## src/rtl/tff_ctrl_pkg.sv

```systemverilog
// Shared types for the T flip-flop modulo counter controller.
// State encoding and width limits used by the controller.
package tff_ctrl_pkg;

    localparam int MAX_WIDTH = 16;

    typedef enum logic [1:0] {
        IDLE  = 2'b00,
        CLEAR = 2'b01,
        RUN   = 2'b10,
        PAUSE = 2'b11
    } state_t;

endpackage

```

## src/rtl/tff_cell.sv

```systemverilog
// Single T flip-flop with asynchronous active-low clear.
// Toggles q on a clock edge when t is high.
module tff_cell (
    input  logic clk,
    input  logic rst,
    input  logic t,
    output logic q,
    output logic q_bar
);

    always_ff @(posedge clk or negedge rst) begin
        if (!rst) begin
            q <= 1'b0;
        end else if (t) begin
            q <= ~q;
        end
    end

    assign q_bar = ~q;

endmodule

```

## src/rtl/tff_counter_ctrl.sv

```systemverilog
// Programmable modulo up/down counter built from a T flip-flop bank.
// The FSM chooses the toggle vector that moves the bank each cycle.
module tff_counter_ctrl
    import tff_ctrl_pkg::*;
#(
    parameter int WIDTH = 4
) (
    input  logic             clk,
    input  logic             rst,
    input  logic             start,
    input  logic             stop,
    input  logic             hold,
    input  logic             up,
    input  logic [WIDTH-1:0] modulus,
    output logic [WIDTH-1:0] q,
    output logic             busy,
    output logic             tc
);

    state_t           state;
    state_t           state_nx;
    logic             dir_r;
    logic [WIDTH-1:0] mod_r;
    logic [WIDTH-1:0] mod_m1;
    logic [WIDTH-1:0] init;
    logic [WIDTH-1:0] qb;
    logic [WIDTH-1:0] t;
    logic [WIDTH-1:0] up_t;
    logic [WIDTH-1:0] dn_t;
    logic             wrap;
    logic             cnt;
    logic             load;

    for (genvar i = 0; i < WIDTH; i++) begin : g_bit
        tff_cell u_cell (
            .clk   (clk),
            .rst   (rst),
            .t     (t[i]),
            .q     (q[i]),
            .q_bar (qb[i])
        );
    end

    // mod_r of 0 wraps to all ones, giving the full binary range
    assign mod_m1 = mod_r - WIDTH'(1);
    assign init   = dir_r ? '0 : mod_m1;
    assign wrap   = dir_r ? (q == mod_m1) : (q == '0);
    assign load   = (state == IDLE) && start && !stop;

    always_comb begin
        logic cu;
        logic cd;
        cu = 1'b1;
        cd = 1'b1;
        up_t = '0;
        dn_t = '0;
        for (int i = 0; i < WIDTH; i++) begin
            up_t[i] = cu;
            dn_t[i] = cd;
            cu = cu & q[i];
            cd = cd & qb[i];
        end
    end

    always_comb begin
        state_nx = state;
        t        = '0;
        cnt      = 1'b0;
        unique case (state)
            IDLE: begin
                if (load) state_nx = CLEAR;
            end
            CLEAR: begin
                t        = q ^ init;
                state_nx = stop ? IDLE : RUN;
            end
            RUN: begin
                if (stop) begin
                    state_nx = IDLE;
                end else if (hold) begin
                    state_nx = PAUSE;
                end else begin
                    cnt = 1'b1;
                    if (wrap) t = dir_r ? q : (q ^ mod_m1);
                    else      t = dir_r ? up_t : dn_t;
                end
            end
            PAUSE: begin
                if (stop)       state_nx = IDLE;
                else if (!hold) state_nx = RUN;
            end
            default: state_nx = IDLE;
        endcase
    end

    always_ff @(posedge clk or negedge rst) begin
        if (!rst) begin
            state <= IDLE;
            busy  <= 1'b0;
            tc    <= 1'b0;
            dir_r <= 1'b1;
            mod_r <= '0;
        end else begin
            state <= state_nx;
            busy  <= (state_nx != IDLE);
            tc    <= cnt & wrap;
            if (load) begin
                dir_r <= up;
                mod_r <= modulus;
            end
        end
    end

endmodule

```

## config.mk

```make
export PLATFORM = sky130hd
export DESIGN_NAME = tff_counter_ctrl
export DESIGN_NICKNAME = d
export VERILOG_FILES = /design/src/rtl/tff_ctrl_pkg.sv /design/src/rtl/tff_cell.sv /design/src/rtl/tff_counter_ctrl.sv
export SDC_FILE = /design/constraint.sdc
export NUM_CORES = 1
export LEC_CHECK = 0
export ABC_CLOCK_PERIOD_IN_PS = 2450
export CORE_AREA = 4 4 57 59
export CTS_BUF_LIST = sky130_fd_sc_hd__clkbuf_2 sky130_fd_sc_hd__clkbuf_4 sky130_fd_sc_hd__clkbuf_8
export DETAILED_ROUTE_END_ITERATION = 8
export DIE_AREA = 0 0 61 63
export DONT_BUFFER_PORTS = 1
export GPL_TIMING_DRIVEN = 0
export MAX_ROUTING_LAYER = met4
export PLACE_DENSITY = 0.56
export SLEW_MARGIN = 5
export SYNTH_ARGS = -nofsm -noshare
export SYNTH_HDL_FRONTEND = slang
export SYNTH_HIERARCHICAL = 1
export SYNTH_SLANG_ARGS = --single-unit
```

## constraint.sdc

```tcl
create_clock -name clk -period 2.45 [get_ports clk]
set_input_delay 0.3675 -clock clk [delete_from_list [all_inputs] [get_ports clk]]
set_output_delay 0.3675 -clock clk [all_outputs]
set_load 0.02 [all_outputs]
```

# [Word-level counts from Yosys, hierarchy flattened]
# Index checks and enable logic that the tools add are counted.
[op_classes] add_sub_neg=1 multipliers=0 n_div=0 n_lt_le_gt_ge=0 n_eq_ne=4 shift=0 n_mux=18 bitwise_logic=11 reduce_logical=6
[ops] op="4-bit 2-to-1 mux" n=6
[ops] op="2-bit 2-to-1 mux" n=6
[ops] op="2-bit case mux with 4 select lines" n=1
[ops] op="4-bit case mux with 2 select lines" n=1
[ops] op="4-bit bitwise XOR" n=2
[ops] op="1-bit bitwise AND" n=5
[ops] op="2-bit == test (second input constant)" n=2
[ops] op="4-bit == test" n=1
[ops] op="4-bit zero test" n=1
[ops] op="1-bit 2-to-1 mux" n=4
[ops] op="1-bit NOT" n=4
[ops] op="4-bit by 1-bit subtractor with 4-bit output (second input constant)" n=1
[ops] op="2-bit by 1-bit == test with 1-bit output (second input constant)" n=1
[ops] op="1-bit logical AND" n=2
[ops] op="2-bit zero test" n=1
[ops] op="2-bit nonzero test" n=1
[ops] op="1-bit zero test" n=1
[word_totals] ff_bits=13 latchBits=0 ram_bits=0 romBits=0 word_cells=49 n_memories=0

# [Logic depth before layout (Yosys ltp)]
[logic_depth] word_depth=8 depth_mapped=8 depth_no_buf=8

# [Modules after synthesis]
# Netlist, hierarchy kept.
[modules_own_cells] module="tff_counter_ctrl" instances=1 cells_per_inst=84 area_each_um2=764.5 seq_area_each_um2=226.5
[modules_own_cells] module="tff_cell" instances=4 cells_per_inst=3 area_each_um2=37.5 seq_area_each_um2=25.0

# [Least setup slack after synthesis]
# Ideal clock, no wire load.
[synth_path] kind="register to register" start="register state[0]" end="register g_bit[3].u_cell.q" setup_ps=80 t_arrival_ps=1891 slack_ps=479 stages_incl_launch_ff=9 path_buffers=0 path_cell_list="dfrtp_1 > inv_1 > ha_1 > or3b_1 > a21oi_1 > inv_2 > or3_1 > a21oi_1 > xor2_1"
[synth_via] elab_chain_len=2 word_cells_on_any_way=3 classes_between="2 x eq/ne; 1 x mux"
[synth_lines] element="start: declaration" line_no="tff_counter_ctrl.sv:20" source="state_t state;"
[synth_lines] element="start signal: assignment" line_no="tff_counter_ctrl.sv:104" source="state <= state_nx;"
[synth_lines] element="2-bit == test / 2-bit by 1-bit == test with 1-bit output (equally long branches)" line_no="tff_counter_ctrl.sv:69" source="unique case (state)"
[synth_lines] element="4-bit case mux with 2 select lines *" line_no="tff_counter_ctrl.sv:69"
[synth_lines] element="net t[3]" line_no="tff_counter_ctrl.sv:27" source="logic [WIDTH-1:0] t;"
[synth_lines] element="end signal: assignment" line_no="tff_cell.sv:15" source="q <= ~q;"
[synth_lines] element="end: declaration" line_no="tff_cell.sv:7" source="output logic q,"
# The timed path passes the listed nets; every way through them passes the cells marked *.
# A chain may end at the register's enable or synchronous reset.

# [Worst setup path after layout]
# Same ends and word-level chain as after synthesis.

==> flow_metrics.env <==
export IMPL_viasPerCell=4.94
export IMPL_gp_congestion=0.826
export IMPL_preCtsSetupSlack_ns=0.331
export IMPL_num_antenna_cells=0
export IMPL_cts_root_buf="clkbuf_4"
export IMPL_ant_nets=0
export IMPL_critPathArrivalTime_ns=2.36
export IMPL_numCtsBuffers=3
export IMPL_vias=647
export IMPL_max_slew_margin_pct=59.8
export IMPL_rows=19
export IMPL_syn_inst=95
export IMPL_hold_class="input port to flip-flop"
export IMPL_min_path_cells=1
export IMPL_hold_viol=0
export IMPL_drc=0
export IMPL_finalWirelength_um=1640
export IMPL_maxCapViolations=0
export IMPL_clk_pin_slew_worst_paths_ns=0.08
export IMPL_clock_latency_ns=0.28
export IMPL_crit_chain="inv_1 -> ha_1 -> or3b_1 -> a21oi_1 -> inv_2 -> or3_1 -> a21oi_1 -> xor2_1"
export IMPL_criticalPathCategory="flip-flop to flip-flop"
export IMPL_cp_end_kind="flip-flop"
export IMPL_drive_gt1_share_pct=15.0
export IMPL_rsz0062_at_grt="false"
export IMPL_clockBufferDepth=2
export IMPL_hp_start="stop"
export IMPL_htreeDepth=1
export IMPL_cts_setup_buffers=0
export IMPL_multi_input_comb_area_um2=547
export IMPL_reg2reg_slack_ns=0.30
export IMPL_tritoncts="built"
export IMPL_final_nets=116
export IMPL_reg2reg_depth=8
export IMPL_grt_max_degree=14
export IMPL_cpLargestDelayFamily="simple AND/OR/NAND/NOR gates"
export IMPL_antenna_found_initial=0
export IMPL_worst_pin_slew_ns=0.601
export IMPL_cts_sinks=13
export IMPL_cp_common_cell="a21oi_1"
export IMPL_placed_area_um2=950
export IMPL_critPathMaxStageDelay_ns=0.42
export IMPL_hold_end="state[0]$_DFF_PN0_"
export IMPL_post_route_period_util_pct=87.8
export IMPL_grt_pass1_wl_um=2790
export IMPL_status="complete, no violations"
export IMPL_grt_pass1_vias=606
export IMPL_first_iter_violations=11
export IMPL_setup_viol=0
export IMPL_ir_worst_vdd_mv=0.727
export IMPL_finalInstanceArea_um2=987
export IMPL_synth_warnings=6
export IMPL_power_density_nw_per_um2=1380
export IMPL_fin_skew_ns=0.00565
export IMPL_start_kind="flip-flop"
export IMPL_syn_area_um2=911
export IMPL_portBuffers=0
export IMPL_fmax_mhz=465
export IMPL_cts_resized=0
export IMPL_first_pass_iters=4
export IMPL_syn_num_nets=110
export IMPL_area_growth_pct=8.38
export IMPL_grt_overflow=0
export IMPL_die_area_um2=3840
export IMPL_regArea_um2=327
export IMPL_cpMaxStageDelayCell="dfrtp_1"
export IMPL_cp_required_ns=2.66
export IMPL_holdWs_ns=0.199
export IMPL_die_w_um=61
export IMPL_crit_buf_inv=2
export IMPL_reg2reg_to="g_bit[3].u_cell/q$_DFFE_PN0P_"
export IMPL_grt_usage_pct=9.93
export IMPL_final_cell_mix="12 x dfrtp_1, 9 x xor2_1, 8 x inv_1, 8 x nor2_1, 6 x a21oi_1"
export IMPL_r2r_start="state[0]$_DFF_PN0_"
export IMPL_start_util_pct=33.6
export IMPL_die_h_um=63
export IMPL_final_common_cell="dfrtp_1"
export IMPL_layout_min_cycle_time_ns=2.15
export IMPL_fp_coreArea_um2=2710
export IMPL_total_power_w=0.00136
export IMPL_finalSetupTns_ns=0
export IMPL_pin_count=16
export IMPL_critPathMaxFanout=5
export IMPL_dp_hpwl_um=1300
export IMPL_wl_per_cell_um=12.5
export IMPL_p_leak_nw=0.429
export IMPL_fin_ws_ns=0.300
export IMPL_syn_area_per_cell_um2=9.59
export IMPL_slew_violations=0
export IMPL_fillers=299
per-layer routing:
metal	track usage [%]	vias to the layer above	part of all wire, %
met5	-	-	0
met4	2.44	0	0.85
met3	5.37	2	7.4
met2	13.6	11	45
met1	12.7	304	47
li1	-	330	-
worst max-delay path by stage:
stage | from | end | slack [ns] | depth (start not counted)
finish | state[0]$_DFF_PN0_ | g_bit[3].u_cell/q$_DFFE_PN0P_ | 0.30 | 8
CTS | state[0]$_DFF_PN0_ | g_bit[3].u_cell/q$_DFFE_PN0P_ | 0.30 | 8
detailed placement | state[0]$_DFF_PN0_ | g_bit[3].u_cell/q$_DFFE_PN0P_ | 0.33 | 8
global route | state[0]$_DFF_PN0_ | g_bit[3].u_cell/q$_DFFE_PN0P_ | 0.12 | 8
global placement | state[0]$_DFF_PN0_ | g_bit[3].u_cell/q$_DFFE_PN0P_ | 0.31 | 8
floorplan | state[0]$_DFF_PN0_ | g_bit[3].u_cell/q$_DFFE_PN0P_ | 0.48 | 8
final cells by class:
cell class | count | share of cell area, %
buffer | 1 | 0.380
clock buffer | 3 | 2.28
clock inverter | 1 | 0.507
inverter | 9 | 3.42
multi-input combinational | 72 | 55.4
sequential | 13 | 33.1
tap | 31 | 3.93
timing repair buffer | 1 | 1.01
sequential cells by signal, summed over array words and instances (netlist names):
name / count
mod_r: 4
tc: 1
state: 2
g_bit.u_cell/q: 4
dir_r: 1
busy: 1
worst register-to-register path, stage by stage (launching register included):
cell and delay, ns:
dfrtp_1 0.42, inv_1 0.11, ha_1 0.22, or3b_1 0.41, a21oi_1 0.16, inv_2 0.05, or3_1 0.33, a21oi_1 0.20
xor2_1 0.16
power by group:
group          leakage [nW]  switching [W]  internal [W]
registers             0.158       0.000201      0.000319
clock network        0.0177      0.0000729     0.0000605
logic                 0.253       0.000365      0.000341
total                 0.429       0.000638      0.000721
through the flow:
stage | util, % | instances
5_1_grt | 36.4 | 131
3_5_place_dp | 35.0 | 126
2_1_floorplan | - | 95
6_report | 36.4 | 131
4_1_cts | 36.4 | 131
3_3_place_gp | 35.0 | 126
what timing repair did:
item | 4_1_cts | 5_1_grt
hold endpoints to repair | 13 | 0
hold buffers | 1 | 0
setup endpoints to repair | 0 | 0
Power figures use the tool's default switching activity.
